**src/rtl/lifo_stack_pkg.sv**
```systemverilog
// Shared constants for the parametrised LIFO stack: error codes and request decode.
package lifo_stack_pkg;

  localparam logic [1:0] ERR_NONE = 2'b00;
  localparam logic [1:0] ERR_OVF  = 2'b01;
  localparam logic [1:0] ERR_UNF  = 2'b10;

  typedef enum logic [1:0] {
    OP_IDLE = 2'b00,
    OP_POP  = 2'b01,
    OP_PUSH = 2'b10,
    OP_REPL = 2'b11
  } op_e;

  function automatic op_e decode_op(input logic push, input logic pop);
    return op_e'({push, pop});
  endfunction

endpackage

```
**src/rtl/lifo_stack_mem.sv**
```systemverilog
// Register-array storage for the LIFO stack: one write port, one asynchronous read port.
module lifo_stack_mem #(
  parameter int WIDTH = 8,
  parameter int DEPTH = 8,
  parameter int AW    = 3
) (
  input  logic             clock,
  input  logic             we,
  input  logic [AW-1:0]    waddr,
  input  logic [WIDTH-1:0] wdata,
  input  logic [AW-1:0]    raddr,
  output logic [WIDTH-1:0] rdata
);

  logic [WIDTH-1:0] r_mem [DEPTH];

  always_ff @(posedge clock) begin
    if (we) r_mem[waddr] <= wdata;
  end

  // Out-of-range addresses only occur for non-power-of-two depths; read them as zero.
  always_comb begin
    rdata = '0;
    if (int'(raddr) < DEPTH) rdata = r_mem[raddr];
  end

endmodule

```
**src/rtl/lifo_stack_param.sv**
```systemverilog
// Parametrised LIFO stack with count, show-ahead top, replace-top and error reporting.
// Optional watermark outputs (almost_full, max_count) under LIFO_STACK_WATERMARK_EN.
module lifo_stack_param
  import lifo_stack_pkg::*;
#(
  parameter int WIDTH = 8,
  parameter int DEPTH = 8,
`ifdef LIFO_STACK_WATERMARK_EN
  parameter int AF_LEVEL = DEPTH - 1,
`endif
  parameter int CW = $clog2(DEPTH + 1)
) (
  input  logic             clock,
  input  logic             reset_n,
  input  logic             push,
  input  logic             pop,
  input  logic [WIDTH-1:0] data_in,
  output logic [WIDTH-1:0] data_out,
  output logic [CW-1:0]    count,
  output logic             mem_full,
  output logic             mem_empty,
  output logic             error,
  output logic [1:0]       err_code
`ifdef LIFO_STACK_WATERMARK_EN
  ,
  output logic             almost_full,
  output logic [CW-1:0]    max_count
`endif
);

  localparam int AW = $clog2(DEPTH);

  logic [CW-1:0]    r_count;
  logic             r_error;
  logic [1:0]       r_err_code;
  logic             w_full;
  logic             w_empty;
  logic             w_we;
  logic [AW-1:0]    w_waddr;
  logic [AW-1:0]    w_top_addr;
  logic [WIDTH-1:0] w_rdata;
  logic [CW-1:0]    w_count_nxt;
  logic             w_err_nxt;
  logic [1:0]       w_code_nxt;
  op_e              w_op;

  assign w_full     = (r_count == CW'(DEPTH));
  assign w_empty    = (r_count == '0);
  assign w_top_addr = AW'(r_count - CW'(1));
  assign w_op       = decode_op(push, pop);

  always_comb begin
    w_we        = 1'b0;
    w_waddr     = AW'(r_count);
    w_count_nxt = r_count;
    w_err_nxt   = 1'b0;
    w_code_nxt  = r_err_code;
    case (w_op)
      OP_PUSH: begin
        if (w_full) begin
          w_err_nxt  = 1'b1;
          w_code_nxt = ERR_OVF;
        end else begin
          w_we        = 1'b1;
          w_count_nxt = r_count + CW'(1);
          w_code_nxt  = ERR_NONE;
        end
      end
      OP_POP: begin
        if (w_empty) begin
          w_err_nxt  = 1'b1;
          w_code_nxt = ERR_UNF;
        end else begin
          w_count_nxt = r_count - CW'(1);
          w_code_nxt  = ERR_NONE;
        end
      end
      OP_REPL: begin
        if (w_empty) begin
          w_err_nxt  = 1'b1;
          w_code_nxt = ERR_UNF;
        end else begin
          w_we       = 1'b1;
          w_waddr    = w_top_addr;
          w_code_nxt = ERR_NONE;
        end
      end
      default: ;
    endcase
  end

`ifdef LIFO_STACK_WATERMARK_EN
  logic [CW-1:0] r_max;
`endif

  always_ff @(posedge clock) begin
    if (!reset_n) begin
      r_count    <= '0;
      r_error    <= 1'b0;
      r_err_code <= ERR_NONE;
`ifdef LIFO_STACK_WATERMARK_EN
      r_max      <= '0;
`endif
    end else begin
      r_count    <= w_count_nxt;
      r_error    <= w_err_nxt;
      r_err_code <= w_code_nxt;
`ifdef LIFO_STACK_WATERMARK_EN
      if (w_count_nxt > r_max) r_max <= w_count_nxt;
`endif
    end
  end

  // Storage is not cleared by reset, but a request coinciding with reset must not write.
  lifo_stack_mem #(
    .WIDTH(WIDTH),
    .DEPTH(DEPTH),
    .AW   (AW)
  ) u_mem (
    .clock(clock),
    .we   (w_we & reset_n),
    .waddr(w_waddr),
    .wdata(data_in),
    .raddr(w_top_addr),
    .rdata(w_rdata)
  );

  assign data_out  = w_empty ? '0 : w_rdata;
  assign count     = r_count;
  assign mem_full  = w_full;
  assign mem_empty = w_empty;
  assign error     = r_error;
  assign err_code  = r_err_code;

`ifdef LIFO_STACK_WATERMARK_EN
  assign almost_full = (int'(r_count) >= AF_LEVEL);
  assign max_count   = r_max;
`endif

endmodule

```
**config.mk**
```make
export PLATFORM = sky130hd
export DESIGN_NAME = lifo_stack_param
export DESIGN_NICKNAME = d
export VERILOG_FILES = /design/src/rtl/lifo_stack_pkg.sv /design/src/rtl/lifo_stack_mem.sv /design/src/rtl/lifo_stack_param.sv
export SDC_FILE = /design/constraint.sdc
export NUM_CORES = 1
export LEC_CHECK = 0
export CORE_MARGIN = 2
export CORE_UTILIZATION = 40
export DETAILED_ROUTE_END_ITERATION = 8
export SKIP_CTS_REPAIR_TIMING = 1
export SYNTH_ARGS = -nofsm -noshare
export SYNTH_HDL_FRONTEND = slang
export SYNTH_SLANG_ARGS = --single-unit
```
**constraint.sdc**
```tcl
create_clock -name clock -period 4.7 [get_ports clock]
set_input_delay 1.175 -clock clock [delete_from_list [all_inputs] [get_ports clock]]
set_output_delay 1.175 -clock clock [all_outputs]
set_load 0.05 [all_outputs]
```
==> flow_summary_export.csv, run 1 <==
group,metric,value,unit
worst_setup_path,critPathLaunchType,"flop",
global_route,grt.busiest_layer,"met2",
status,status,"complete, no violations",
pwr,p_clk_share,21.7,%
place,place_congestion,0.850,
worst_setup_path,worstPathArrival,2.58,ns
synth,synth_common_cells,"edfxtp_1, nand2_1, mux4_2",
sta,finalCritPeriodShare,80.0,%
routing,via_per_inst,5.24,
pwr,p_per_area,509,nW/um2
synth,synthFlopType,"edfxtp_1",
routing,post_drt_wl_per_cell,18.6,um
worst_setup_path,cp.required,3.52,ns
sta,setup_viol,0,
pwr,power_frac_comb,39.1,%
worst_hold_path,hold_path_class,"flop to flop",
clocking,h-tree-depth,3,
global_route,grt_pass1_wl,9540,um
synth,yosysMostFrequentCell,"edfxtp_1",
synth,synth_compound_area_share,3.62,%
routing,num_vias,1691,
cells_and_area,fin_util,49.9,%
routing,drc_errors,0,
sta,hold_viol,0,
global_route,grt_util_met2,24.5,%
global_route,grt_overflow,0,
routing,drt_iter0_drc,113,
synth,synth_cell_type_count,35,
sta,final.setup.tns,0,ns
pwr,switchingPower,0.644,mW
die,io_pins,29,
die,die_w,91.7,um
synth,synth_seq_cells,71,
synth,synthDominantCellAreaShare,62.5,%
routing,drt_pass1_iterations,4,
clocking,cts_buffer_depth,2,
clocking,insertion_delay,0.34,ns
pwr,p_sw_share,34.6,%
sta,finalCriticalPeriod,3.76,ns
sta,maxSlewViolCount,0,
global_route,met3_usage,3.29,%
die,initial_core_util,41.9,%
synth,syn_area,3070,um2
sta,tightest_slew,0.949,ns
routing,antenna_left,0,
sta,fmax,266,MHz
worst_setup_path,crit_fanout,18,
global_route,antenna_found_initial,0,
synth,synth_edf_count,64,
synth,synthTopCellsByArea,"edfxtp_1, mux4_2, dfxtp_1",
synth,syn-instance-count,189,
clocking,clock_sinks,71,
synth,synthMuxAreaShare,13.0,%
cells_and_area,post-route-cell-area,3660,um2
pwr,seq_power_share,39.2,%
pwr,finalPower,1.86,mW
sta,rsz0062_at_grt,"false",
synth,synth.yosys.seq_area_share,67.1,%
cells_and_area,final_layout_size_suffix_gt1_share,19.6,%
clocking,cts_made_buffers,9,
synth,synth-adder-area-share,1.22,%
flow_run,maxCapViolations,0,
die,fp.coreArea,7330,um2
sta,slew_headroom,36.5,%
synth,syn_avg_cell_area,16.3,um2
routing,drt_wl_total,6020,um
synth,synth_top_area_cell,"edfxtp_1",
clocking,clockRootBuffer,"clkbuf_8",
place,placed_area,3500,um2
place,dpl.hpwl,3760,um
synth,syn-num-nets,204,
die,dieArea,8400,um2
die,dieHeight,91.7,um
cells_and_area,syn2layout_area_growth,18.9,%
synth,synth_xor_area_share,1.71,%
synth,async_flop_share,0,%
place,dp.cells,308,
place,portBuffers,28,
synth,yosysWarnings,0,
global_route,grt_usage,15.7,%
synth,synth-simple-area-share,10.5,%
clocking,clkSlewWorstSetupHoldPaths,0.07,ns
clocking,cts_tree,"yes",
pwr,ir_drop,0.000270,V
global_route,grtUsageMet1,20.6,%
pwr,p_leak,1.20,nW
worst_setup_path,endpoint_kind,"output pin",
cells_and_area,fin_nets,235,
pwr,intPower,1.22,mW
cells_and_area,layoutNonFillerInstCount,323,
worst_setup_path,worst-setup-path-type,"flop to output pin",
sta,skew,0.00882,ns
die,fp-row-count,31,
synth,synth_top_family_by_area,"multiplexers",
cells_and_area,antenna_cells,0,
global_route,grt_max_degree,26,
global_route,grt_pass1_vias,1774,
[power by group through the flow]
stage	registers, mW	logic (mW)	clock network (mW)
after floorplan	0.770	0.443	0
after global placement	0.743	0.731	0
after detailed placement	0.744	0.736	0
after CTS	0.730	0.738	0.413
after global routing	0.733	0.774	0.437
final	0.730	0.728	0.404
[sequential cells by signal, summed over array words and instances, names as in the netlist]
signal	count
count	4
u_mem.r_mem	64
error	1
err_code	2
[per-layer routing]
metal | routed length (um) | share of wire [%]
met1 | 2750 | 46
met3 | 283 | 4.7
met4 | 134 | 2.2
met5 | 0 | 0
met2 | 2850 | 47
[stage by stage]
stage | hold slack, ns | worst slack [ns]
after detailed placement | 0.448 | 1.19
after global placement | 0.447 | 1.20
after CTS | 0.458 | 0.889
after floorplan | 0.671 | 0.676
after global routing | 0.503 | 0.757
final | 0.455 | 0.942
[critical path: stages (launching register included)]
cell	delay [ns]
dfxtp_1	0.39
inv_1	0.11
ha_1	0.82
mux4_2	0.34
nand2_1	0.05
a21oi_1	0.34
buf_12	0.18
[layout make-up]
| type | instances | area, um2 |
|---|---|---|
| fill | 612 | 3670 |
| sequential | 71 | 2060 |
| multi-input combinational | 104 | 923 |
| timing repair buffer | 30 | 375 |
| clock buffer | 12 | 135 |
| tap | 99 | 124 |
| clock inverter | 3 | 21.3 |
| inverter | 4 | 15.0 |
[placed cells by master, fill, tap and decap left out, types with 2 or more instances in the layout]
cell type	Yosys	final
a211oi_1	2	2
a21oi_1	12	12
and2_1	8	8
and4_1	2	2
buf_12	0	8
buf_4	2	2
clkbuf_1	0	3
clkbuf_8	0	9
clkdlybuf4s50_1	0	20
dfxtp_1	7	7
edfxtp_1	64	64
ha_1	3	3
inv_1	4	4
mux2i_1	4	4
mux4_2	16	16
nand2_1	21	21
nand2b_1	3	3
nand3_1	3	3
nand3b_1	2	2
nor2_1	4	4
nor2b_1	2	2
nor3_1	2	2
o21ai_0	2	2
xnor2_1	4	4
xor2_1	2	2
[worst paths after layout]
path | startpoint | endpoint | slack [ns] | cells after the start
setup / recovery | count[1] | data_out[5] | 0.94 | 6
hold / removal | err_code[1] | err_code[1] | 0.45 | 2
setup reg to reg | count[1] | u_mem.r_mem[1][6] | 1.87 | 5
hold reg to reg | err_code[1] | err_code[1] | 0.45 | 2
[cell families after synthesis]
kind of cell / count (synthesis)
AOI/OAI and AO/OA: 19
xor gates and xnor gates: 6
adders and majority gates: 3
buffers and inverters: 14
DFF: 71
muxes: 20
and+or+nand+nor: 56
No activity file was read; power rests on OpenSTA's default activity.
==> inputs of run 2 (changes only) <==
- clock period: 4.7 -> 3.8 ns (I/O delays scaled with it)
==> run 2 against run 1 <==
  * Via count shrank 0.47%
  * Count of clock-buffer cells in the layout decreased by 3
  * Clock skew decreased by 0.0010 ns
  * Setup slack worse by 0.54 ns
  * Critical path type unchanged
  * Largest cell class unchanged
==> flow_summary_export.csv, run 2 (same netlist as run 1, synthesis figures left out) <==
group,metric,value,unit
die,initial_core_util,41.9,%
cells_and_area,final_cell_mix,"edfxtp_1, nand2_1, clkdlybuf4s50_1, mux4_2, a21oi_1",
pwr,ir_drop,0.000281,V
cells_and_area,multi_input_area,923,um2
clocking,cts_tree,"yes",
clocking,cts_made_buffers,9,
pwr,finalPower,2.34,mW
worst_hold_path,min_from,"err_code[1]",
global_route,grt_pass1_wl,9340,um
sta,finalCriticalPeriod,3.40,ns
clocking,clockRootBuffer,"clkbuf_8",
place,portBuffers,28,
routing,drc_errors,0,
cells_and_area,largest_reg_flops,64,
cells_and_area,fillers,615,
pwr,p_clk_share,21.6,%
cells_and_area,fin_nets,238,
die,io_pins,29,
global_route,grt_pass1_vias,1678,
cells_and_area,layout_commonest_cell,"edfxtp_1",
worst_setup_path,critPathLaunchType,"flop",
pwr,p_per_area,634,nW/um2
routing,drt_pass1_iterations,4,
sta,final.setup.tns,0,ns
global_route,antenna_found_initial,0,
routing,route.met3.wl,224,um
worst_setup_path,cp.required,2.85,ns
worst_setup_path,worstPathArrival,2.45,ns
routing,drt_wl_total,5920,um
routing,drt_iter0_drc,62,
routing,num_vias,1683,
sta,rsz0062_at_grt,"false",
status,status,"complete, no violations",
clocking,clkSlewWorstSetupHoldPaths,0.07,ns
worst_setup_path,cp-startpoint,"count[1]",
place,place_ws,0.475,ns
routing,wl_met2,2840,um
sta,hold_ws,0.458,ns
place,place_congestion,0.760,
pwr,switchingPower,0.813,mW
pwr,power_frac_comb,39.7,%
sta,hold_viol,0,
cells_and_area,seqCellArea,2060,um2
sta,maxSlewViolCount,0,
routing,post_drt_wl_per_cell,18.1,um
global_route,grt_overflow,0,
clocking,clock_sinks,71,
pwr,intPower,1.53,mW
pwr,p_sw_share,34.7,%
clocking,cts_buffer_depth,2,
sta,finalCritPeriodShare,89.6,%
routing,top_layer,"met4",
sta,skew,0.00778,ns
sta,setup_viol,0,
clocking,h-tree-depth,3,
die,dieHeight,91.7,um
global_route,grt_usage,15.3,%
die,fp-row-count,31,
cells_and_area,largest-register,"u_mem.r_mem",
cells_and_area,final_layout_size_suffix_gt1_share,22.5,%
worst_setup_path,reg2regPathDepth,7,
sta,tightest_slew,0.532,ns
die,dieArea,8400,um2
sta,setup_ws,0.397,ns
worst_setup_path,crit_fanout,10,
worst_setup_path,endpoint_kind,"output pin",
routing,antenna_left,0,
routing,via_per_inst,5.16,
pwr,seq_power_share,38.6,%
worst_hold_path,hold_path_class,"flop to flop",
worst_setup_path,r2r_start,"count[1]",
pwr,p_leak,1.24,nW
routing,wirelength_met1,2780,um
sta,fmax,294,MHz
die,die_w,91.7,um
clocking,insertion_delay,0.34,ns
cells_and_area,syn2layout_area_growth,20.1,%
worst_hold_path,hold_path_depth,2,
global_route,grt_max_degree,26,
sta,slew_headroom,64.6,%
die,fp.coreArea,7330,um2
place,dpl.hpwl,3760,um
cells_and_area,antenna_cells,0,
flow_run,maxCapViolations,0,
worst_setup_path,worst-setup-path-type,"flop to output pin",
run 2: cell type report:
cell class	count	share of cell area (%)
clock buffer	9	3.35
clock inverter	6	1.02
inverter	4	0.407
multi-input combinational	104	25.0
sequential	71	55.8
tap	99	3.35
timing repair buffer	33	11.0
run 2: worst max-delay path, cell delays in order, from the launching register on:
cell,delay (ns)
dfxtp_1,0.43
inv_1,0.13
ha_1,0.56
buf_4,0.29
mux4_2,0.21
nand2_1,0.06
a21oi_1,0.26
buf_12,0.18
run 2: per-layer routing:
layer / track usage, % / vias to the layer above
met5: 0 / -
met4: 6.82 / 0
met3: 3.20 / 8
met2: 23.4 / 37
met1: 21.2 / 845
li1: - / 793
run 2: stage by stage:
| stage | instance area, um2 | cells | util [%] |
|---|---|---|---|
| 2_1_floorplan | 3070 | 189 | - |
| 3_3_place_gp | 3530 | 311 | 48.2 |
| 3_5_place_dp | 3530 | 311 | 48.2 |
| 4_1_cts | 3690 | 326 | 50.4 |
| 5_1_grt | 3690 | 326 | 50.4 |
| 6_report | 3690 | 326 | 50.4 |
run 2: path summary, 6_finish.rpt:
| path | to | slack [ns] |
|---|---|---|
| min reg2reg | err_code[1] | 0.46 |
| min | err_code[1] | 0.46 |
| max reg2reg | u_mem.r_mem[4][5] | 1.06 |
| max | data_out[3] | 0.40 |
run 2: power by group through the flow:
stage / Combinational (mW) / Sequential (mW) / Clock (mW)
after global placement: 0.938 / 0.921 / 0
after detailed placement: 0.940 / 0.922 / 0
after global routing: 0.994 / 0.908 / 0.550
final: 0.930 / 0.904 / 0.506
after floorplan: 0.548 / 0.952 / 0
after CTS: 0.944 / 0.904 / 0.517
==> inputs of run 3 (changes only) <==
- GPL_ROUTABILITY_DRIVEN: default -> 0
==> results of run 3 <==
The final DEF is identical to that of run 2; final timing and power are the same.
